$ cat config.mk
export PLATFORM = sky130hd
export DESIGN_NAME = key_scan_flat
export DESIGN_NICKNAME = d
export VERILOG_FILES = /design/src/rtl/key_scan_if.sv /design/src/rtl/key_scan.sv /design/src/flat_wrapper.sv
export SDC_FILE = /design/constraint.sdc
export NUM_CORES = 1
export LEC_CHECK = 0
export ABC_AREA = 1
export CAP_MARGIN = 15
export CORE_ASPECT_RATIO = 1.2
export CORE_MARGIN = 5
export CORE_UTILIZATION = 54
export DETAILED_ROUTE_END_ITERATION = 10
export GPL_TIMING_DRIVEN = 0
export PLACE_DENSITY = 0.86
export SYNTH_ARGS = -nofsm -noshare
export SYNTH_HDL_FRONTEND = slang
export SYNTH_SLANG_ARGS = --single-unit
$ cat constraint.sdc
create_clock -name CLK -period 1.9 [get_ports CLK]
set_input_delay 0.57 -clock CLK [delete_from_list [all_inputs] [get_ports CLK]]
set_output_delay 0.57 -clock CLK [all_outputs]
set_load 0.1 [all_outputs]
$ cat src/rtl/key_scan_if.sv
// Key front-end bundle: raw buttons in, press pulses, debounced levels and
// arbiter-busy out.
interface key_scan_if;
   logic [4:0] key_raw;
   logic [4:0] key;
   logic [4:0] held;
   logic       busy;

   modport master (
      output key_raw,
      input  key,
      input  held,
      input  busy
   );

   modport slave (
      input  key_raw,
      output key,
      output held,
      output busy
   );
endinterface

$ cat src/rtl/key_scan.sv
// Push-button front-end: two-flop synchroniser, per-key debounce, priority
// arbiter with single-owner press pulses and UP/DOWN auto-repeat.
module key_scan #(
   parameter int unsigned DEB_CYCLES    = 2,
   parameter int unsigned REPEAT_DELAY  = 50,
   parameter int unsigned REPEAT_PERIOD = 10,
   parameter logic [4:0]  REPEAT_MASK   = 5'b00011,
   parameter bit          ACTIVE_LOW    = 1'b0
) (
   input logic       CLK,
   input logic       RESETN,
   key_scan_if.slave bus_io
);

   localparam logic [7:0] DebLimit  = 8'(DEB_CYCLES);
   localparam logic [7:0] RepDelay  = 8'(REPEAT_DELAY);
   localparam logic [7:0] RepPeriod = 8'(REPEAT_PERIOD);
   localparam logic [4:0] OneHotLsb = 5'b00001;

   typedef enum logic [1:0] {
      StIdle,
      StOwn,
      StWaitRel
   } state_e;

   logic [4:0]      raw_in;
   logic [4:0]      sync1_q, sync2_q;
   logic [4:0]      held_q, held_d, held_prev_q;
   logic [4:0][7:0] deb_cnt_q, deb_cnt_d;
   logic [4:0]      rise;
   logic [2:0]      win_idx;

   state_e     state_q;
   logic [2:0] owner_q;
   logic [7:0] rep_cnt_q;
   logic [4:0] key_q;
   logic       busy_q;

   assign raw_in = ACTIVE_LOW ? ~bus_io.key_raw : bus_io.key_raw;

   always_ff @(posedge CLK) begin
      if (!RESETN) begin
         sync1_q     <= '0;
         sync2_q     <= '0;
         held_q      <= '0;
         held_prev_q <= '0;
         deb_cnt_q   <= '0;
      end else begin
         sync1_q     <= raw_in;
         sync2_q     <= sync1_q;
         held_q      <= held_d;
         held_prev_q <= held_q;
         deb_cnt_q   <= deb_cnt_d;
      end
   end

   // Counter only runs while the synced level disagrees with the debounced one,
   // and clears on the cycle it commits, so it never passes DebLimit.
   always_comb begin
      held_d    = held_q;
      deb_cnt_d = '0;
      for (int i = 0; i < 5; i++) begin
         if (sync2_q[i] != held_q[i]) begin
            if (deb_cnt_q[i] + 8'd1 == DebLimit) begin
               held_d[i] = sync2_q[i];
            end else begin
               deb_cnt_d[i] = deb_cnt_q[i] + 8'd1;
            end
         end
      end
   end

   assign rise = held_q & ~held_prev_q;

   // Ascending scan: the highest set index (MENU) wins.
   always_comb begin
      win_idx = 3'd0;
      for (int i = 0; i < 5; i++) begin
         if (rise[i]) begin
            win_idx = 3'(i);
         end
      end
   end

   always_ff @(posedge CLK) begin
      if (!RESETN) begin
         state_q   <= StIdle;
         owner_q   <= '0;
         rep_cnt_q <= '0;
         key_q     <= '0;
         busy_q    <= 1'b0;
      end else begin
         key_q <= '0;
         unique case (state_q)
            StIdle: begin
               if (|rise) begin
                  owner_q   <= win_idx;
                  key_q     <= OneHotLsb << win_idx;
                  rep_cnt_q <= RepDelay;
                  busy_q    <= 1'b1;
                  state_q   <= StOwn;
               end
            end
            StOwn: begin
               // Looking at the level being committed this edge lets a
               // simultaneous release suppress a due repeat pulse.
               if (!held_d[owner_q]) begin
                  state_q <= StWaitRel;
               end else if (REPEAT_MASK[owner_q]) begin
                  if (rep_cnt_q == 8'd1) begin
                     key_q     <= OneHotLsb << owner_q;
                     rep_cnt_q <= RepPeriod;
                  end else begin
                     rep_cnt_q <= rep_cnt_q - 8'd1;
                  end
               end
            end
            StWaitRel: begin
               if (held_q == '0) begin
                  busy_q  <= 1'b0;
                  state_q <= StIdle;
               end
            end
            default: begin
               busy_q  <= 1'b0;
               state_q <= StIdle;
            end
         endcase
      end
   end

   assign bus_io.key  = key_q;
   assign bus_io.held = held_q;
   assign bus_io.busy = busy_q;

endmodule
$ cat src/flat_wrapper.sv
// flat-port wrapper written by rule: the top's interface ports become plain ports
module key_scan_flat 
#(
   parameter int unsigned DEB_CYCLES    = 2,
   parameter int unsigned REPEAT_DELAY  = 50,
   parameter int unsigned REPEAT_PERIOD = 10,
   parameter logic [4:0]  REPEAT_MASK   = 5'b00011,
   parameter bit          ACTIVE_LOW    = 1'b0
)
  (CLK, RESETN, bus_io_key_raw, bus_io_key, bus_io_held, bus_io_busy);
  key_scan_if bus_io_i ();
  input logic CLK;
  input logic RESETN;
  input wire logic [$bits(bus_io_i.key_raw)-1:0] bus_io_key_raw;
  output wire logic [$bits(bus_io_i.key)-1:0] bus_io_key;
  output wire logic [$bits(bus_io_i.held)-1:0] bus_io_held;
  output wire logic [$bits(bus_io_i.busy)-1:0] bus_io_busy;
  assign bus_io_i.key_raw = bus_io_key_raw;
  assign bus_io_key = bus_io_i.key;
  assign bus_io_held = bus_io_i.held;
  assign bus_io_busy = bus_io_i.busy;
  key_scan #(.DEB_CYCLES(DEB_CYCLES), .REPEAT_DELAY(REPEAT_DELAY), .REPEAT_PERIOD(REPEAT_PERIOD), .REPEAT_MASK(REPEAT_MASK), .ACTIVE_LOW(ACTIVE_LOW)) u_core (.CLK(CLK), .RESETN(RESETN), .bus_io(bus_io_i));
endmodule
# Word-level counts from Yosys, hierarchy flattened

Memories as Yosys holds them, arrays and structs flattened. A register that Yosys moved wholly into a read port is not among the register bits.
Index checks and enable logic that the tools add are counted.

Bits in registers: 79
Memory bits (read-only): 8
Output and inout bits: 11
Word-level logic and storage cells: 100
Memories: 1

Memory list:

| memory           | depth | bits a word | read ports | clocked after Yosys merged registers in | wr ports | RTL line        | source |
|---|---|---|---|---|---|---|---|
| (name not given) | 8     | 1           | 1          | 1                                       | 0        | key_scan.sv:109 | `end else if (REPEAT_MASK[owner_q]) begin` |

Add/subtract/negate cells: 6
Order comparisons: 1
Equality and inequality tests: 18
Shift-type cells: 2
Multiplexer cells: 36
Bitwise gates (word level): 9
Reductions and logical operators: 13

Operators by type and width:

| cell                | count |
|---|---|
| $add 8x1->8 const B | 5 |
| $eq 8x2->1 const B  | 5 |
| $mux 8              | 4 |
| $mux 5              | 4 |
| $pmux 8 s2          | 1 |
| $mux 1              | 15 |
| $reduce_or 3->1     | 5 |
| $mux 2              | 5 |
| $pmux 5 s2          | 1 |
| $shl 1x3->5 const A | 2 |
| $mux 3              | 3 |
| $eq 8x1->1 const B  | 1 |
| $ne 2x1->1 const B  | 4 |
| $sub 8x1->8 const B | 1 |
| $not 1->1           | 7 |
| $pmux 2 s3          | 1 |
| $reduce_and 3->1    | 2 |
| $and 5x5->5         | 1 |
| $logic_not 5->1     | 1 |
| $ne 1x1->1          | 5 |
| $not 5->5           | 1 |
| $reduce_or 5->1     | 1 |
| $lt 3x4->1 const B  | 1 |
| $reduce_and 4->1    | 1 |
| other kinds (8)     | 8 |

# Logic depth before layout (Yosys ltp)

Depth in word-level cells: 9
Mapped depth: 18

# Worst setup path before layout

No wires, ideal clock.

Path kind: reg-to-reg
Start point: register u_core.held_q[3], in the netlist u_core.bus_io.held[3]
End point: register u_core.rep_cnt_q[5]
Setup time: 0.113 ns
Arrival time: 2.346 ns
Slack: -0.559 ns
Cell stages (with the launch flop): 13
Buffers on the path: 1
Clock period less this slack: 2.459 ns
Path through: dfxtp_1 -> inv_1 -> nor2_1 -> inv_1 -> nand2_1 -> nor3_1 -> o21ai_0 -> o211ai_1 -> nor2_1 -> inv_1 -> buf_4 -> a21oi_2 -> nor2_2

Cells in the longest elaborated chain, start to end: 6
Elaborated cells between the ends (all ways): 10
Classes of those cells: eq/ne (3); mux (4); bitwise (1); reduce/logical (2)

Ends and longest elaborated chain:

| item                                 | RTL line                       | source |
|---|---|---|
| from (decl)                          | key_scan.sv:28                 | `logic [4:0] held_q, held_d, held_prev_q;` |
| from (signal assigned)               | key_scan.sv:51                 | `held_q <= held_d;` |
| $mux 1 or $ne 1x1->1 (tied branches) | key_scan.sv:64, key_scan.sv:63 |  |
| $mux 1                               | key_scan.sv:63                 | `if (sync2_q[i] != held_q[i]) begin` |
| $bmux 1 s3                           | key_scan.sv:107                | `if (!held_d[owner_q]) begin` |
| $mux 1 (not written as such)         | key_scan.sv:107                |  |
| $ne 2x1->1 (no source line)          | -                              |  |
| $reduce_and 4->1 (no source line) *  | -                              |  |
| to (signal assigned)                 | key_scan.sv:99                 | `rep_cnt_q <= RepDelay;` |
| to (signal assigned)                 | key_scan.sv:112                | `rep_cnt_q <= RepPeriod;` |
| to (signal assigned)                 | key_scan.sv:114                | `rep_cnt_q <= rep_cnt_q - 8'd1;` |
| to (decl)                            | key_scan.sv:35                 | `logic [7:0] rep_cnt_q;` |

Mark *: on every way between the ends. The rest lies on a longest branch, timed or not. The select of a mux whose other input is x is not followed.
A chain may end at the register's enable or synchronous reset.

# Worst setup path after layout

Start point: register u_core.deb_cnt_q[24] (netlist name)
End point: register u_core.rep_cnt_q[7]

Cells in the longest elaborated chain, start to end: 8

Ends and longest elaborated chain:

| item                              | RTL line        | source |
|---|---|---|
| from (decl)                       | key_scan.sv:29  | `logic [4:0][7:0] deb_cnt_q, deb_cnt_d;` |
| from (signal assigned)            | key_scan.sv:53  | `deb_cnt_q <= deb_cnt_d;` |
| $add 8x1->8                       | key_scan.sv:64  | `if (deb_cnt_q[i] + 8'd1 == DebLimit) begin` |
| $eq 8x2->1                        | key_scan.sv:64  |  |
| $mux 1                            | key_scan.sv:64  |  |
| $mux 1                            | key_scan.sv:63  |  |
| $bmux 1 s3                        | key_scan.sv:107 |  |
| $mux 1 (not written as such)      | key_scan.sv:107 |  |
| $ne 2x1->1 (no source line)       | -               |  |
| $reduce_and 4->1 (no source line) | -               |  |

No other way between the ends. The select of a mux whose other input is x is not followed.

==> results summary <==
The run finished, with violations left. The final reports fail on design-rule violations, negative setup slack. The shortest period the worst path allows came out at 2.354 ns. Clock tree synthesis selected as its root buffer the cell sky130_fd_sc_hd__clkbuf_8. The number of setup violations in the final report came out at 16.

After synthesis, the largest family of logic cells by area is simple AND/OR/NAND/NOR gates. Of the total power, registers draw 0.332. The highest ir drop seen on vdd came out at 0.0007845 V. The critical path goes through ha_4 > xnor2_2 > nand3_1 > nor2_2 > nand3_2 > nand2_1 > nand3_2 > nand2_2 > o21ai_4 > nand2_4 > nand2_8 > buf_12 > a21oi_2 > nor2_2.

The largest stage delay on the critical path is 0.37 ns. The count of H-tree levels built during CTS is 3. The starting density of the core came out at 0.5566. The final instance area came out at 5215 sq um.

Setup repair after global routing could not meet its margin everywhere. The detailed-placement wirelength estimate is 5673 microns. The detailed-route wire length per cell is 17.85 microns. The overall routed net length is 12510 microns. Measured against the total synthesized area, the mux share comes to 0.

STA classifies the critical path startpoint as a register. Global routing finished with a remaining overflow of 0. The max-capacitance violation count is 0.

In the routed design, unresolved DRC markers number 1. The cell-internal power came out at 0.003563 W. The floorplan die area is 8853 sq um. The endpoint kind of the worst setup timing path is a register. The synthesized-area fraction occupied by ao, oa, aoi and oai cells is 0.09249. The netlist uses 31 different library cells.

The setup slack at placement came out at -0.4663 ns. Across every metal layer, demand over resource in global routing totals 0.2415. The I/O pin count came out at 18. The count of cells in the finished layout, fillers not included, comes to 701.

The average size of a mapped cell is 7.253 sq um. The power per cell area is 1117 nW/um^2. The total placed instance area is 4207 sq um.

The number of antenna violations at the first check in global routing came to 0. The total clock sinks came out at 80. The number of buffers and inverters on the critical path came out at 1. The data required time at the worst endpoint came out at 2.15 ns. The area share of fa/ha/maj cells after synthesis is 0.03936.

The largest fanout of any net on the critical path is 7. The post-detailed-route count of antenna-violating nets is 0. The overall die width is 86.73 microns.

The worst pin sits at a relative slew slack of 0.5334. The net switching component of the power is 0.002261 W. For this design the static power due to leakage is 2.178 nW. The sum of negative setup slack is -5.019 ns. After clock tree synthesis, the clock-pin slew on the worst setup and hold paths is 0.08 ns. The total via count after detailed routing came out at 4140.

In the layout the commonest cells are sky130_fd_sc_hd__nand2_1 (94), sky130_fd_sc_hd__inv_1 (72), sky130_fd_sc_hd__nor2_1 (62), sky130_fd_sc_hd__dfxtp_1 (59), sky130_fd_sc_hd__buf_4 (48). The total count of max-transition violations in the final report is 0. The cell family contributing the most delay on the critical path is simple AND/OR/NAND/NOR gates. The area of the core region came out at 6854 sq um.

The via count normalized by instance count came out at 5.906. Synthesis produced a netlist whose cell count is 526. The yosys synthesis warning count is 0. The insertion delay to the later sink of the worst-skew pair came out at 0.37 ns. The area share of and/or/nand/nor cells after synthesis is 0.3201.

The y dimension of the die came out at 102.1 microns. On the final layout, the worst clock skew is 0.01748 ns. The transition at the pin with the smallest max-transition slack came out at 0.6969 ns.

The antenna diode count came out at 0. Based on the critical path, the design can be clocked at up to 0.4249 GHz. On the critical path, the stage with the largest delay is an instance of sky130_fd_sc_hd__dfxtp_4.

The share of total power dissipated in combinational logic is 0.432. The period utilization is 1.239. The number of detailed-route iterations in the first pass is 11. Summed over all instances, the cell type with the most area after synthesis is sky130_fd_sc_hd__dfxtp_1. Setup slack on the critical path of the routed design comes to -0.4537 ns. The placed instance count is 630. The number of buffer cells added on primary ports came out at 17. The tightest min-delay check is of the reg -> reg type.

By area the synthesized netlist is led by sky130_fd_sc_hd__dfxtp_1 (42%), sky130_fd_sc_hd__nand2_1 (11%), sky130_fd_sc_hd__inv_1 (8.0%), sky130_fd_sc_hd__nor2_1 (7.9%), sky130_fd_sc_hd__nand3_1 (4.7%). Synthesis inferred 80 register bits. Of the synthesized area, sequential elements account for 0.4198. The number of global-route vias before repair was 3796. For the worst setup path, the data arrival time is 2.60 ns.

The net total in the final layout is 628. The initial detailed-routing violation count is 458. Of the total power, the share spent switching nets is 0.3882. The xor/xnor cell area share of the yosys netlist came out at 0.03214. The total of fill cells in the finished design came out at 393. TritonCTS built the clock tree.

The portion of total power attributed to the clock network is 0.235. The number of rows in the core area is 33. The synthesized netlist net count is 545.

The mapped cell area came out at 3815 sq um. The clock passes through at most 2 buffers. The number of hold-slack violations in the final timing report came out at 0. The number of hold buffers added after CTS came out at 0. The congestion estimate from routability-driven global placement came to 0.8338. Of the post-synthesis cell area, the dominant cell type holds 0.4198. From synthesis to final layout, the design area changed by 36.70%.

Buffers inserted during clock tree synthesis total 9. The library cell used most frequently in the layout, excluding fill and tap cells, is sky130_fd_sc_hd__nand2_1. The share of cells above drive strength 1 came out at 0.3453. The critical path is of the reg -> reg type. The pin count of the biggest net entering global routing is 13. The wire length of the first global-routing pass is 17060 microns.
-- registers in the layout, indices dropped and copies added, names as in the netlist, named ones only --
register	flops
u_core.sync1_q	5
u_core.state_q	2
u_core.sync2_q	5
u_core.bus_io.held	5
u_core.held_prev_q	5
u_core.bus_io.busy	1
u_core.owner_q	3
u_core.deb_cnt_q	40
u_core.bus_io.key	5
u_core.rep_cnt_q	8
-- through the flow --
stage,hold slack (ns),utilization,total power (W)
5_1_grt,0.4559,0.7609,0.006024
3_3_place_gp,0.3960,0.6137,0.003442
3_5_place_dp,0.4021,0.6137,0.003499
4_1_cts,0.4199,0.7116,0.005164
6_report,0.4185,0.7609,0.005824
2_1_floorplan,0.3905,-,0.003186
-- logic make-up after synthesis --
family,count (synthesis)
AOI/OAI and AO/OA,57
and+or+nand+nor,272
xor gates and xnor gates,14
DFF,80
buffers and inverters,91
adders and majority gates,12
-- worst min-delay path, cell delays in order, from the launching register on --
cell	delay, ns
sky130_fd_sc_hd__dfxtp_1	0.31
sky130_fd_sc_hd__nand2_1	0.05
sky130_fd_sc_hd__inv_1	0.04
-- area by class of cell --
cell class,count,area (sq um),area share
plain buffers,6,58.81,0.01128
multi-input cells,355,2187,0.4194
clock buffers,16,222.7,0.04271
well taps,87,108.9,0.02087
repair buffers,73,653.1,0.1252
flip-flops and latches,80,1660,0.3184
inverters,84,324.1,0.06214
-- power by group through the flow --
stage               clock network (W)  registers, W  logic, W
floorplan                           0       0.00216   0.00102
global placement                    0       0.00195   0.00149
detailed placement                  0       0.00196   0.00154
CTS                           0.00136       0.00191   0.00189
global route                  0.00145       0.00195   0.00263
finish                        0.00137       0.00194   0.00252
-- repair_timing --
action,CTS,global route
endpoints found under the hold margin,0,0
cloned,2,1
pin swaps,13,24
buffers inserted,34,25
setup endpoints to repair,58,60
gates resized for setup,78,60
-- worst paths after layout --
| kind | from | endpoint | slack (ns) | cells past startpoint |
|---|---|---|---|---|
| min reg2reg | u_core.sync1_q[1]$_SDFF_PN0_ | u_core.sync2_q[1]$_SDFF_PN0_ | 0.42 | 2 |
| max | u_core.deb_cnt_q[24]$_SDFF_PP0_ | u_core.rep_cnt_q[7]$_SDFFE_PN0P_ | -0.45 | 14 |
| max reg2reg | u_core.deb_cnt_q[24]$_SDFF_PP0_ | u_core.rep_cnt_q[7]$_SDFFE_PN0P_ | -0.45 | 14 |
| min | u_core.sync1_q[1]$_SDFF_PN0_ | u_core.sync2_q[1]$_SDFF_PN0_ | 0.42 | 2 |
-- metal layers --
metal  share of wire  vias to the layer above  routed length, microns  global-route usage
li1                -                     1834                       -                   -
met1            0.36                     1928                    4499              0.2643
met2            0.48                      274                    6049              0.4223
met3           0.075                      104                     944             0.04839
met4           0.081                        0                    1017              0.1571
met5               0                        -                       0                   0
-- Yosys cell counts, drive strengths merged --
library cell,n
nand4,20
o21bai,1
a31oi,1
ha,12
nand3,42
clkinv,1
o21ai,8
nand3b,4
buf,4
o211ai,6
xor2,8
nor2,86
nand2,118
dfxtp,80
inv,83
nor3,2
xnor2,6
a21oi,41
clkbuf,3
No activity file was read; power rests on OpenSTA's default activity.
